--- src/rtl/spi_mem_pkg.sv ---
// Shared types, opcodes and bit counts for the SPI memory controller.
// Optional fast-read support is selected with SPI_FAST_READ_EN.
package spi_mem_pkg;

  localparam int ADDR_W = 24;

`ifdef SPI_FAST_READ_EN
  typedef enum logic [2:0] {
    ST_IDLE,
    ST_CMD,
    ST_ADDR,
    ST_DUMMY,
    ST_DATA,
    ST_DONE
  } state_t;
`else
  typedef enum logic [2:0] {
    ST_IDLE,
    ST_CMD,
    ST_ADDR,
    ST_DATA,
    ST_DONE
  } state_t;
`endif

  localparam logic [7:0] OP_READ      = 8'h03;
  localparam logic [7:0] OP_FAST_READ = 8'h0B;
  localparam logic [7:0] OP_WRITE     = 8'h02;

  localparam logic [1:0] SZ_BYTE = 2'd0;
  localparam logic [1:0] SZ_HALF = 2'd1;
  localparam logic [1:0] SZ_WORD = 2'd2;

  localparam logic [5:0] CMD_BITS   = 6'd8;
  localparam logic [5:0] ADDR_BITS  = 6'd24;
  localparam logic [5:0] DUMMY_BITS = 6'd8;

  function automatic logic [31:0] bswap32(input logic [31:0] d);
    return {d[7:0], d[15:8], d[23:16], d[31:24]};
  endfunction

  function automatic logic [5:0] data_bits(input logic [1:0] size);
    case (size)
      SZ_BYTE: return 6'd8;
      SZ_HALF: return 6'd16;
      default: return 6'd32;
    endcase
  endfunction

  // Serial capture holds the first byte highest; flip it back to little-endian.
  function automatic logic [31:0] assemble_rdata(input logic [31:0] rx, input logic [1:0] size);
    case (size)
      SZ_BYTE: return {24'h0, rx[7:0]};
      SZ_HALF: return {16'h0, rx[7:0], rx[15:8]};
      default: return bswap32(rx);
    endcase
  endfunction

endpackage

--- src/rtl/spi_mem_ctrl_if.sv ---
// Request/response bus between the core memory port and spi_mem_ctrl.
interface spi_mem_ctrl_if;
  logic                          req_valid;
  logic                          req_ready;
  logic                          req_write;
  logic                          req_sel;
  logic [1:0]                    req_size;
  logic [spi_mem_pkg::ADDR_W-1:0] req_addr;
  logic [31:0]                   req_wdata;
  logic                          resp_valid;
  logic [31:0]                   resp_rdata;
  logic                          resp_err;

  modport master (
    output req_valid, req_write, req_sel, req_size, req_addr, req_wdata,
    input  req_ready, resp_valid, resp_rdata, resp_err
  );

  modport slave (
    input  req_valid, req_write, req_sel, req_size, req_addr, req_wdata,
    output req_ready, resp_valid, resp_rdata, resp_err
  );
endinterface

--- src/rtl/spi_shift_engine.sv ---
// Bit-slot engine: two-phase SCLK generation, MOSI shifting (MSB first) and MISO capture.
module spi_shift_engine (
  input  logic        clk,
  input  logic        rst,
  input  logic        i_load,
  input  logic [31:0] i_data,
  input  logic [5:0]  i_nbits,
  input  logic        i_miso,
  output logic        o_sclk,
  output logic        o_mosi,
  output logic        o_done,
  output logic [31:0] o_rx_next
);

  logic        r_active;
  logic        r_phase;
  logic        r_sclk;
  logic        r_mosi;
  logic [4:0]  r_cnt;
  logic [31:0] r_shift;
  logic [31:0] r_rx;
  logic [31:0] w_rx_next;

  assign w_rx_next = {r_rx[30:0], i_miso};
  assign o_rx_next = w_rx_next;
  assign o_done    = r_active && r_phase && (r_cnt == 5'd0);
  assign o_sclk    = r_sclk;
  assign o_mosi    = r_mosi;

  // A load on the final phase-1 edge starts the next segment with no gap slot.
  always_ff @(posedge clk) begin
    if (rst) begin
      r_active <= 1'b0;
      r_phase  <= 1'b0;
      r_sclk   <= 1'b0;
      r_mosi   <= 1'b0;
      r_cnt    <= '0;
      r_shift  <= '0;
      r_rx     <= '0;
    end else begin
      if (r_active && r_phase) r_rx <= w_rx_next;
      if (i_load) begin
        r_active <= 1'b1;
        r_phase  <= 1'b0;
        r_sclk   <= 1'b0;
        r_mosi   <= i_data[31];
        r_shift  <= {i_data[30:0], 1'b0};
        r_cnt    <= 5'(i_nbits - 6'd1);
      end else if (r_active) begin
        if (!r_phase) begin
          r_phase <= 1'b1;
          r_sclk  <= 1'b1;
        end else begin
          r_phase <= 1'b0;
          r_sclk  <= 1'b0;
          if (r_cnt == 5'd0) begin
            r_active <= 1'b0;
            r_mosi   <= 1'b0;
          end else begin
            r_cnt   <= r_cnt - 5'd1;
            r_mosi  <= r_shift[31];
            r_shift <= {r_shift[30:0], 1'b0};
          end
        end
      end
    end
  end

endmodule

--- src/rtl/spi_mem_ctrl.sv ---
// SPI mode-0 memory controller: flash on cs0_n, RAM on cs1_n, SCLK at clk/2.
// Define SPI_FAST_READ_EN for 0x0B reads with an 8-bit dummy phase.
module spi_mem_ctrl
  import spi_mem_pkg::*;
(
  input  logic           clk,
  input  logic           rst,
  spi_mem_ctrl_if.slave  bus,
  input  logic           i_spi_miso,
  output logic           o_spi_sclk,
  output logic           o_spi_mosi,
  output logic           o_spi_cs0_n,
  output logic           o_spi_cs1_n
);

`ifdef SPI_FAST_READ_EN
  localparam logic [7:0] READ_OPCODE = OP_FAST_READ;
`else
  localparam logic [7:0] READ_OPCODE = OP_READ;
`endif

  state_t              r_state;
  logic                r_write;
  logic                r_sel;
  logic [1:0]          r_size;
  logic [ADDR_W-1:0]   r_addr;
  logic [31:0]         r_wdata;
  logic [31:0]         r_rdata;
  logic                r_err;
  logic                r_cs0_n;
  logic                r_cs1_n;

  state_t              w_next;
  logic                w_load;
  logic [31:0]         w_ld_data;
  logic [5:0]          w_ld_bits;
  logic                w_done;
  logic [31:0]         w_rx_next;
  logic                w_accept;
  logic                w_reject;
  logic                w_sel;
  logic                w_spi_next;
  logic [31:0]         w_data_word;
  logic [5:0]          w_data_bits;

  assign w_accept    = (r_state == ST_IDLE) && bus.req_valid;
  assign w_reject    = w_accept && bus.req_write && !bus.req_sel;
  assign w_sel       = w_accept ? bus.req_sel : r_sel;
  assign w_spi_next  = (w_next != ST_IDLE) && (w_next != ST_DONE);
  assign w_data_word = r_write ? bswap32(r_wdata) : 32'h0;
  assign w_data_bits = data_bits(r_size);

  spi_shift_engine u_engine (
    .clk       (clk),
    .rst       (rst),
    .i_load    (w_load),
    .i_data    (w_ld_data),
    .i_nbits   (w_ld_bits),
    .i_miso    (i_spi_miso),
    .o_sclk    (o_spi_sclk),
    .o_mosi    (o_spi_mosi),
    .o_done    (w_done),
    .o_rx_next (w_rx_next)
  );

  always_ff @(posedge clk) begin
    if (rst) r_state <= ST_IDLE;
    else     r_state <= w_next;
  end

  // Each segment's engine load is issued on the edge that leaves the previous state.
  always_comb begin
    w_next    = r_state;
    w_load    = 1'b0;
    w_ld_data = '0;
    w_ld_bits = '0;
    case (r_state)
      ST_IDLE: begin
        if (w_reject) begin
          w_next = ST_DONE;
        end else if (w_accept) begin
          w_next    = ST_CMD;
          w_load    = 1'b1;
          w_ld_data = {(bus.req_write ? OP_WRITE : READ_OPCODE), 24'h0};
          w_ld_bits = CMD_BITS;
        end
      end
      ST_CMD: begin
        if (w_done) begin
          w_next    = ST_ADDR;
          w_load    = 1'b1;
          w_ld_data = {r_addr, 8'h00};
          w_ld_bits = ADDR_BITS;
        end
      end
      ST_ADDR: begin
        if (w_done) begin
`ifdef SPI_FAST_READ_EN
          if (!r_write) begin
            w_next    = ST_DUMMY;
            w_load    = 1'b1;
            w_ld_data = '0;
            w_ld_bits = DUMMY_BITS;
          end else
`endif
          begin
            w_next    = ST_DATA;
            w_load    = 1'b1;
            w_ld_data = w_data_word;
            w_ld_bits = w_data_bits;
          end
        end
      end
`ifdef SPI_FAST_READ_EN
      ST_DUMMY: begin
        if (w_done) begin
          w_next    = ST_DATA;
          w_load    = 1'b1;
          w_ld_data = w_data_word;
          w_ld_bits = w_data_bits;
        end
      end
`endif
      ST_DATA: begin
        if (w_done) w_next = ST_DONE;
      end
      ST_DONE: w_next = ST_IDLE;
      default: w_next = ST_IDLE;
    endcase
  end

  always_ff @(posedge clk) begin
    if (rst) begin
      r_write <= 1'b0;
      r_sel   <= 1'b0;
      r_size  <= '0;
      r_addr  <= '0;
      r_wdata <= '0;
      r_rdata <= '0;
      r_err   <= 1'b0;
      r_cs0_n <= 1'b1;
      r_cs1_n <= 1'b1;
    end else begin
      r_cs0_n <= !(w_spi_next && !w_sel);
      r_cs1_n <= !(w_spi_next && w_sel);
      if (w_accept) begin
        r_write <= bus.req_write;
        r_sel   <= bus.req_sel;
        r_size  <= bus.req_size;
        r_addr  <= bus.req_addr;
        r_wdata <= bus.req_wdata;
        r_rdata <= '0;
        r_err   <= w_reject;
      end else if ((r_state == ST_DATA) && w_done && !r_write) begin
        r_rdata <= assemble_rdata(w_rx_next, r_size);
      end
    end
  end

  assign bus.req_ready  = (r_state == ST_IDLE);
  assign bus.resp_valid = (r_state == ST_DONE);
  assign bus.resp_rdata = r_rdata;
  assign bus.resp_err   = r_err;
  assign o_spi_cs0_n    = r_cs0_n;
  assign o_spi_cs1_n    = r_cs1_n;

endmodule

--- src/flat_wrapper.sv ---
// flat-port wrapper written by rule: the top's interface ports become plain ports
module spi_mem_ctrl_flat import spi_mem_pkg::*;
  (clk, rst, i_spi_miso, o_spi_sclk, o_spi_mosi, o_spi_cs0_n, o_spi_cs1_n, bus_req_valid, bus_req_write, bus_req_sel, bus_req_size, bus_req_addr, bus_req_wdata, bus_req_ready, bus_resp_valid, bus_resp_rdata, bus_resp_err);
  spi_mem_ctrl_if bus_i ();
  input  logic clk;
  input  logic rst;
  input  logic i_spi_miso;
  output logic o_spi_sclk;
  output logic o_spi_mosi;
  output logic o_spi_cs0_n;
  output logic o_spi_cs1_n;
  input wire logic [$bits(bus_i.req_valid)-1:0] bus_req_valid;
  input wire logic [$bits(bus_i.req_write)-1:0] bus_req_write;
  input wire logic [$bits(bus_i.req_sel)-1:0] bus_req_sel;
  input wire logic [$bits(bus_i.req_size)-1:0] bus_req_size;
  input wire logic [$bits(bus_i.req_addr)-1:0] bus_req_addr;
  input wire logic [$bits(bus_i.req_wdata)-1:0] bus_req_wdata;
  output wire logic [$bits(bus_i.req_ready)-1:0] bus_req_ready;
  output wire logic [$bits(bus_i.resp_valid)-1:0] bus_resp_valid;
  output wire logic [$bits(bus_i.resp_rdata)-1:0] bus_resp_rdata;
  output wire logic [$bits(bus_i.resp_err)-1:0] bus_resp_err;
  assign bus_i.req_valid = bus_req_valid;
  assign bus_i.req_write = bus_req_write;
  assign bus_i.req_sel = bus_req_sel;
  assign bus_i.req_size = bus_req_size;
  assign bus_i.req_addr = bus_req_addr;
  assign bus_i.req_wdata = bus_req_wdata;
  assign bus_req_ready = bus_i.req_ready;
  assign bus_resp_valid = bus_i.resp_valid;
  assign bus_resp_rdata = bus_i.resp_rdata;
  assign bus_resp_err = bus_i.resp_err;
  spi_mem_ctrl u_core (.clk(clk), .rst(rst), .bus(bus_i), .i_spi_miso(i_spi_miso), .o_spi_sclk(o_spi_sclk), .o_spi_mosi(o_spi_mosi), .o_spi_cs0_n(o_spi_cs0_n), .o_spi_cs1_n(o_spi_cs1_n));
endmodule
--- config.mk ---
export PLATFORM = sky130hd
export DESIGN_NAME = spi_mem_ctrl_flat
export DESIGN_NICKNAME = d
export VERILOG_FILES = /design/src/rtl/spi_mem_pkg.sv /design/src/rtl/spi_mem_ctrl_if.sv /design/src/rtl/spi_shift_engine.sv /design/src/rtl/spi_mem_ctrl.sv /design/src/flat_wrapper.sv
export SDC_FILE = /design/constraint.sdc
export NUM_CORES = 1
export LEC_CHECK = 0
export ABC_AREA = 1
export BUFFER_PORTS_ARGS = -buffer_cell sky130_fd_sc_hd__buf_2
export CORE_ASPECT_RATIO = 1.5
export CORE_UTILIZATION = 40
export CTS_BUF_LIST = sky130_fd_sc_hd__clkbuf_8
export DETAILED_ROUTE_END_ITERATION = 7
export GPL_TIMING_DRIVEN = 0
export HOLD_SLACK_MARGIN = 0.06
export SLEW_MARGIN = 30
export SYNTH_ARGS = -nofsm -noshare
export SYNTH_HDL_FRONTEND = slang
export SYNTH_HIERARCHICAL = 1
export SYNTH_SLANG_ARGS = --single-unit
--- constraint.sdc ---
create_clock -name clk -period 5.69 [get_ports clk]
set_input_delay 0 -clock clk [delete_from_list [all_inputs] [get_ports clk]]
set_output_delay 0 -clock clk [all_outputs]
set_load 0.05 [all_outputs]
Yosys cells after proc, flatten, opt, wreduce, memory -nomap -nowiden:

Cells that the tools add are included.

* bits in registers: 168
* input bits: 64
* output and inout bits: 39

* add/subtract/negate cells: 2
* equality and inequality tests: 7
* muxes and demuxes: 42
* reductions and logical operators: 26

Operators by type and width (number)
* $mux 32: 9
* $pmux 32 s3: 1
* $pmux 32 s2: 1
* $mux 5: 7
* $mux 3: 5
* $pmux 5 s3: 1
* $mux 1: 14
* $pmux 3 s4: 1
* $logic_and 1x1->1: 10
* $pmux 5 s2: 1
* $sub 5x1->5 const B: 2
* $eq 3x2->1 const B: 2
* $reduce_or 2->1: 3
* $logic_not 1->1: 5
* $logic_not 5->1: 1
* $mux 4: 1
* $reduce_bool 2->1: 2
* $eq 3x1->1 const B: 1
* $eq 3x3->1 const B: 1
* $logic_not 3->1: 1
* $ne 3x3->1 const B: 1
* $reduce_and 3->1: 1
* $reduce_bool 3->1: 1
* $eq 2x1->1 const B: 1
* other kinds (4): 4

Logic depth before layout (Yosys ltp):

Gate-level depths: netlist (run 1).

* depth after elaboration: 10
* mapped depth: 15
* mapped depth without buffers: 13

Cells and area by module:

Netlist (run 1), hierarchy kept.

By module, submodules not included
* spi_mem_ctrl: instances 1, cells an instance 580, area an instance 4197.8 sq um, sequential area each 1961.9 sq um
* spi_shift_engine: instances 1, cells an instance 390, area an instance 2957.8 sq um, sequential area each 1401.3 sq um

Worst setup path after synthesis (run 1):

No wires, ideal clock.

* path kind: reg2reg
* start point: register u_core/u_engine/o_sclk (netlist name)
* end point: register u_core.u_engine.r_cnt[4]
* library setup time: 0.132 ns
* arrival time: 2.836 ns
* data required time: 5.558 ns
* slack: 2.722 ns
* cell stages (with the launch flop): 15
* buffers on the path: 2
* cells stage by stage: dfxtp_1 -> nand2_2 -> clkbuf_1 -> nor2_1 -> nand2_2 -> o31ai_1 -> buf_4 -> nand2_1 -> o21ai_1 -> ha_1 -> nand3_1 -> nor2_1 -> nand2_1 -> nand3_1 -> a21oi_1

RTL lines
* to (signal assigned): RTL line spi_shift_engine.sv:48 `r_cnt <= 5'(i_nbits - 6'd1);`
* to (signal assigned): RTL line spi_shift_engine.sv:60 `r_cnt <= r_cnt - 5'd1;`
* to (decl): RTL line spi_shift_engine.sv:19 `logic [4:0] r_cnt;`

==> impl_metrics.env, run 1 <==
export IMPL_antenna_violating_nets_post_route=0
export IMPL_cts_clock_pin_slew_for_the_worst_setup_and_hold_paths_ps=90
export IMPL_fin_skew_ps=11.49
export IMPL_violations="DRC"
export IMPL_cell_family_contributing_the_most_delay_on_the_critical_path="simple AND/OR/NAND/NOR gates"
export IMPL_max_cap_viol_count=0
export IMPL_cts_repair_resized=0
export IMPL_cts_num_sinks=168
export IMPL_core_area_um2=17420
export IMPL_fin_nets=1225
export IMPL_clkLatencyLatePin_ps=470
export IMPL_crit_path_start_kind="register"
export IMPL_tritoncts="yes"
export IMPL_floorplan_die_width_um=111.2
export IMPL_synth_yosys_warnings=6
export IMPL_drive_gt1_share_pct=18.07
export IMPL_clk_root_buffer_cell="clkbuf_8"
export IMPL_rsz0062_at_grt="no"
export IMPL_crit_chain="nand2_2, clkbuf_1, nor2_1, nand2_2, o31ai_1, buf_4, nand2_1, o21ai_1, ha_1, nand3_1, nor2_1, nand2_1, nand3_1, a21oi_1"
export IMPL_ctsHtreeMaxLevel=4
export IMPL_total_leakage_power_nw=3.802
export IMPL_critical_path_n_buffers_inverters=2
export IMPL_clock_path_buffers=2
export IMPL_synth_cells=969
export IMPL_tritoncts_buffer_count=17
export IMPL_gp_congestion=0.8421
export IMPL_post_drt_via_cell_ratio=5.018
export IMPL_dieHeight_um=165.8
export IMPL_grt_pass1_vias=6776
export IMPL_timing_setup_critical_path_class="reg -> reg"
export IMPL_maxClockFrequency_ghz=0.3014
export IMPL_grt_overflow=0
export IMPL_detailedPlace_worstSlack_ps=2280
export IMPL_report_final_setup_viol=0
export IMPL_grt_total_usage_pct=23.36
export IMPL_drcViolationCount=16
export IMPL_drt_iter0_markers=426
export IMPL_finish_cell_count_without_fillers=1386
export IMPL_final_hold_viol_count=0
export IMPL_worst_slack_ps=2372
export IMPL_routed_wl_um=20980
export IMPL_period_share_pct=58.31
export IMPL_critical_path_max_fanout=10
export IMPL_vdd_drop_max_mv=0.1648
export IMPL_detailroute_via_count=6955
export IMPL_detailedRoute_firstPassIterationCount=7
export IMPL_top_level_ports=103
export IMPL_area_growth_pct=26.61
export IMPL_ctsHoldBuffers=67
export IMPL_worst_slew_pin_slew_ps=733.0
export IMPL_commonest_non_fill_non_tap_cell_in_the_layout="nand2_1"
export IMPL_fin_area_um2=9055
export IMPL_critPathArrivalTime_ps=3650
export IMPL_max_stage_delay_ps=660
export IMPL_mappedNetlistArea_um2=7152
export IMPL_drt_wirelength_per_cell_um=15.14
export IMPL_post_cts_setup_buffer_count=0
export IMPL_clock_period_minus_worst_slack_ps=3318
export IMPL_grt_antenna_before_repair=0
export IMPL_num_antenna_cells=0
export IMPL_floorplan_die_area_um2=18430
export IMPL_rows=59
export IMPL_hpwlAfterDp_um=14970
export IMPL_hold_path_class="in -> reg"
export IMPL_pin_count_of_the_biggest_net_entering_global_routing=17
export IMPL_floorplan_initialDensity_pct=41.05
export IMPL_placement_io_buffers=102
export IMPL_slew_headroom_pct=50.72
export IMPL_placedInstanceArea_um2=7940
export IMPL_worstSetupEndpointType="register"
export IMPL_totalNegativeSetupSlack_ps=0
export IMPL_p_total_mw=2.610
export IMPL_syn_avg_cell_area_um2=7.381
export IMPL_power_density_nw_per_um2=288.2
export IMPL_worst_ep_required_time_ps=6030
export IMPL_finalCoreUtilization_pct=51.98
export IMPL_final_cell_mix="179 x nand2_1, 168 x dfxtp_1, 135 x nor2_1"
export IMPL_global_route_wire_length_before_repair_um=33420
export IMPL_layout_filler_cells=1686
export IMPL_placed_cells_incl_taps=1287
export IMPL_run_status="finished with violations"
export IMPL_slew_violations=0
export IMPL_max_stage_delay_cell_worst_path="o31ai_1"
export IMPL_finalHoldWorstSlack_ps=319.4
worst register-to-register path: cells and delay by family, from the launching register on:
kind | cells | cell delay [ps]
and+or+nand+nor | 8 | 1110
DFF | 1 | 400
AOI/OAI and AO/OA | 3 | 880
buffers and inverters | 2 | 530
adders and majority gates | 1 | 260
report_power, final:
part	internal [mW]	switching [mW]	total, mW	leakage [nW]
clock	0.493	0.459	0.952	0.216
sequential	1.24	0.0306	1.27	1.37
combinational	0.150	0.235	0.385	2.21
layout make-up:
class                      count  area (µm²)  share of cell area, %
sequential                   168        3363                  37.14
multi-input combinational    650        3108                  34.32
timing repair buffer         169        1181                  13.04
buffer                        63       347.8                  3.841
inverter                      91       344.1                  3.800
tap                          213       266.5                  2.943
clock buffer                  18       247.7                  2.736
clock inverter                14       196.4                  2.169
registers in the layout, indices dropped and copies added, names as in the netlist:
name	count
u_core/r_write	1
u_core/r_size	2
u_core/bus.resp_err	1
u_core/r_sel	1
u_core/bus.resp_rdata	32
u_core/u_engine/r_rx	31
u_core/o_spi_cs0_n	1
u_core/r_wdata	32
u_core/u_engine/o_mosi	1
u_core/r_state	3
u_core/u_engine/r_active	1
u_core/r_addr	24
u_core/u_engine/o_sclk	1
u_core/o_spi_cs1_n	1
u_core/u_engine/r_shift	31
u_core/u_engine/r_cnt	5
routing by layer:
metal  share of wire [%]  up-vias  wire length (µm)  GRT usage [%]
met4                 4.2        0               891          12.63
met3                 3.3       56               686          3.978
li1                    -     3539                 -              -
met2                  54      173             11430          45.08
met1                  38     3187              7975          23.41
met5                   0        -                 0              0
worst paths after layout:
path | from | endpoint | slack (ps) | cells after the start
max | u_core/u_engine/o_sclk$_SDFFE_PP0P_ | u_core/u_engine/r_cnt[4]$_SDFFE_PP0P_ | 2370 | 14
min | bus_req_addr[3] | u_core/r_addr[3]$_SDFFE_PP0N_ | 320 | 4
max reg2reg | u_core/u_engine/o_sclk$_SDFFE_PP0P_ | u_core/u_engine/r_cnt[4]$_SDFFE_PP0P_ | 2370 | 14
min reg2reg | u_core/r_wdata[15]$_SDFFE_PP0N_ | u_core/r_wdata[15]$_SDFFE_PP0N_ | 460 | 2
(Power assumes the default switching activity.)
==> run 2, diff against run 1 <==
--- a/config.mk
+++ b/config.mk
@@ -5,7 +5,7 @@
 export SDC_FILE = /design/constraint.sdc
 export NUM_CORES = 1
 export LEC_CHECK = 0
-export ABC_AREA = 1
+export ABC_AREA = 0
 export BUFFER_PORTS_ARGS = -buffer_cell sky130_fd_sc_hd__buf_2
 export CORE_ASPECT_RATIO = 1.5
 export CORE_UTILIZATION = 40
==> constraint.sdc (replaced) <==
create_clock -name clk -period 3 [get_ports clk]
set_input_delay 0 -clock clk [delete_from_list [all_inputs] [get_ports clk]]
set_output_delay 0 -clock clk [all_outputs]
set_load 0.05 [all_outputs]
==> run 2 against run 1 <==
Compared with the run above:
- the run still ends with DRC left
- count of clock-buffer cells in the layout is 2 higher
- worst setup slack worse by 2100 ps
- register-to-register slack worse by 2100 ps
- fmax is 20% higher
- global-route usage is 0.85 points lower
- total power is 74% higher
- core utilization is 0.49 points lower
- critical path depth is 3 lower
- via count is 4.2% lower
- clock skew hardly changed
- area after synthesis is 0.72% higher
- largest power group unchanged
==> impl_metrics.env, run 2 <==
export IMPL_run_status="finished with violations"
export IMPL_violations="DRC"
export IMPL_rows=59
export IMPL_gp_congestion=0.8754
export IMPL_syn_avg_cell_area_um2=8.148
export IMPL_maxClockFrequency_ghz=0.3626
export IMPL_detailedPlace_worstSlack_ps=-237.5
export IMPL_worst_slew_pin_slew_ps=597.6
export IMPL_drt_wirelength_per_cell_um=15.83
export IMPL_ctsHtreeMaxLevel=4
export IMPL_cts_clock_pin_slew_for_the_worst_setup_and_hold_paths_ps=80
export IMPL_mappedNetlistArea_um2=7203
export IMPL_drive_gt1_share_pct=17.42
export IMPL_floorplan_die_area_um2=18560
export IMPL_slew_violations=0
export IMPL_top_level_ports=103
export IMPL_drt_iter0_markers=335
export IMPL_routed_wl_um=20540
export IMPL_period_share_pct=91.92
export IMPL_critPathArrivalTime_ps=3150
export IMPL_clk_root_buffer_cell="clkbuf_8"
export IMPL_vdd_drop_max_mv=0.2628
export IMPL_grt_total_usage_pct=22.52
export IMPL_worst_ep_required_time_ps=3390
export IMPL_tritoncts_buffer_count=17
export IMPL_clock_path_buffers=2
export IMPL_synth_cells=884
export IMPL_fin_skew_ps=11.75
export IMPL_timing_setup_critical_path_class="reg -> reg"
export IMPL_dieHeight_um=166.4
export IMPL_grt_pass1_vias=6457
export IMPL_tritoncts="yes"
export IMPL_floorplan_die_width_um=111.6
export IMPL_worstSetupEndpointType="register"
export IMPL_fin_nets=1137
export IMPL_detailroute_via_count=6663
export IMPL_antenna_violating_nets_post_route=0
export IMPL_synth_yosys_warnings=6
export IMPL_grt_antenna_before_repair=0
export IMPL_hpwlAfterDp_um=15040
export IMPL_num_antenna_cells=0
export IMPL_post_drt_via_cell_ratio=5.133
export IMPL_final_hold_viol_count=0
export IMPL_clkLatencyLatePin_ps=450
export IMPL_final_cell_mix="251 x nand2_1, 167 x dfxtp_1, 130 x a21oi_1"
export IMPL_grt_overflow=0
export IMPL_detailedRoute_firstPassIterationCount=7
export IMPL_cts_num_sinks=168
export IMPL_drcViolationCount=8
export IMPL_finalHoldWorstSlack_ps=161.6
export IMPL_slew_headroom_pct=60.16
export IMPL_finalCoreUtilization_pct=51.48
export IMPL_worst_slack_ps=242.3
export IMPL_floorplan_initialDensity_pct=41.17
export IMPL_placement_io_buffers=101
export IMPL_pin_count_of_the_biggest_net_entering_global_routing=17
export IMPL_report_final_setup_viol=0
export IMPL_power_density_nw_per_um2=503.1
export IMPL_clock_period_minus_worst_slack_ps=2758
export IMPL_core_area_um2=17500
export IMPL_total_leakage_power_nw=3.441
export IMPL_hold_path_class="in -> reg"
export IMPL_rsz0062_at_grt="no"
export IMPL_crit_path_start_kind="register"
export IMPL_p_total_mw=4.531
export IMPL_worst_r2r_setup_slack_ps=240
export IMPL_max_cap_viol_count=0
export IMPL_global_route_wire_length_before_repair_um=32620
export IMPL_critical_path_max_fanout=6
export IMPL_area_growth_pct=25.05
export IMPL_commonest_non_fill_non_tap_cell_in_the_layout="nand2_1"
==> run 2: worst max-delay path, stage by stage (launching register included) <==
cell and delay, ps:
dfxtp_1 350, nor4_4 390, and3_4 270, nand2b_1 70
o21ai_1 170, buf_6 160, mux2i_1 260, ha_2 260
nor2b_1 180, nand2b_1 100, or3_1 320, a31oi_1 150
==> run 2: per-stage QoR <==
stage                     TNS [ps]  cells  cell area, µm²
after floorplan                  0    888            7219
after global placement      -270.1   1202            7991
after detailed placement    -264.8   1202            7991
after CTS                        0   1298            8997
after global routing             0   1298            9007
final                            0   1298            9007
==> run 2: routing by layer <==
| layer | up-vias | GRT usage (%) | wire, µm |
|---|---|---|---|
| met3 | 43 | 4.453 | 743 |
| met5 | - | 0 | 0 |
| met2 | 176 | 42.45 | 10880 |
| li1 | 3422 | - | - |
| met1 | 3022 | 23.31 | 8097 |
| met4 | 0 | 11.46 | 828 |
==> run 2: cell type report <==
| class | count | area, µm² |
|---|---|---|
| fill | 1671 | 8488 |
| multi-input combinational | 635 | 3391 |
| sequential | 168 | 3364 |
| timing repair buffer | 166 | 1151 |
| buffer | 82 | 464.2 |
| clock buffer | 20 | 275.3 |
| tap | 213 | 266.5 |
| clock inverter | 12 | 87.58 |
| inverter | 2 | 7.507 |
==> run 2: final timing paths <==
| check | start | endpoint | cells after the start |
|---|---|---|---|
| min | rst | u_core/u_engine/r_rx[21]$_SDFFE_PP0N_ | 3 |
| max | u_core/u_engine/r_cnt[1]$_SDFFE_PP0P_ | u_core/u_engine/r_cnt[4]$_SDFFE_PP0P_ | 11 |
| max reg2reg | u_core/u_engine/r_cnt[1]$_SDFFE_PP0P_ | u_core/u_engine/r_cnt[4]$_SDFFE_PP0P_ | 11 |
| min reg2reg | u_core/r_wdata[24]$_SDFFE_PP0N_ | u_core/r_wdata[24]$_SDFFE_PP0N_ | 2 |
==> run 2: timing repair <==
action                                  4_1_cts  5_1_grt
endpoints found under the setup margin        3        1
hold buffers                                 63        0
buffers inserted                              1        1
gates resized for setup                       2        3
pin swaps                                     1        2
endpoints found under the hold margin        67        0
==> run 2: power by group <==
| group | internal, mW | switching, mW | leakage (nW) |
|---|---|---|---|
| Sequential | 2.33 | 0.0658 | 1.37 |
| Combinational | 0.274 | 0.371 | 1.87 |
| Clock | 0.704 | 0.783 | 0.201 |
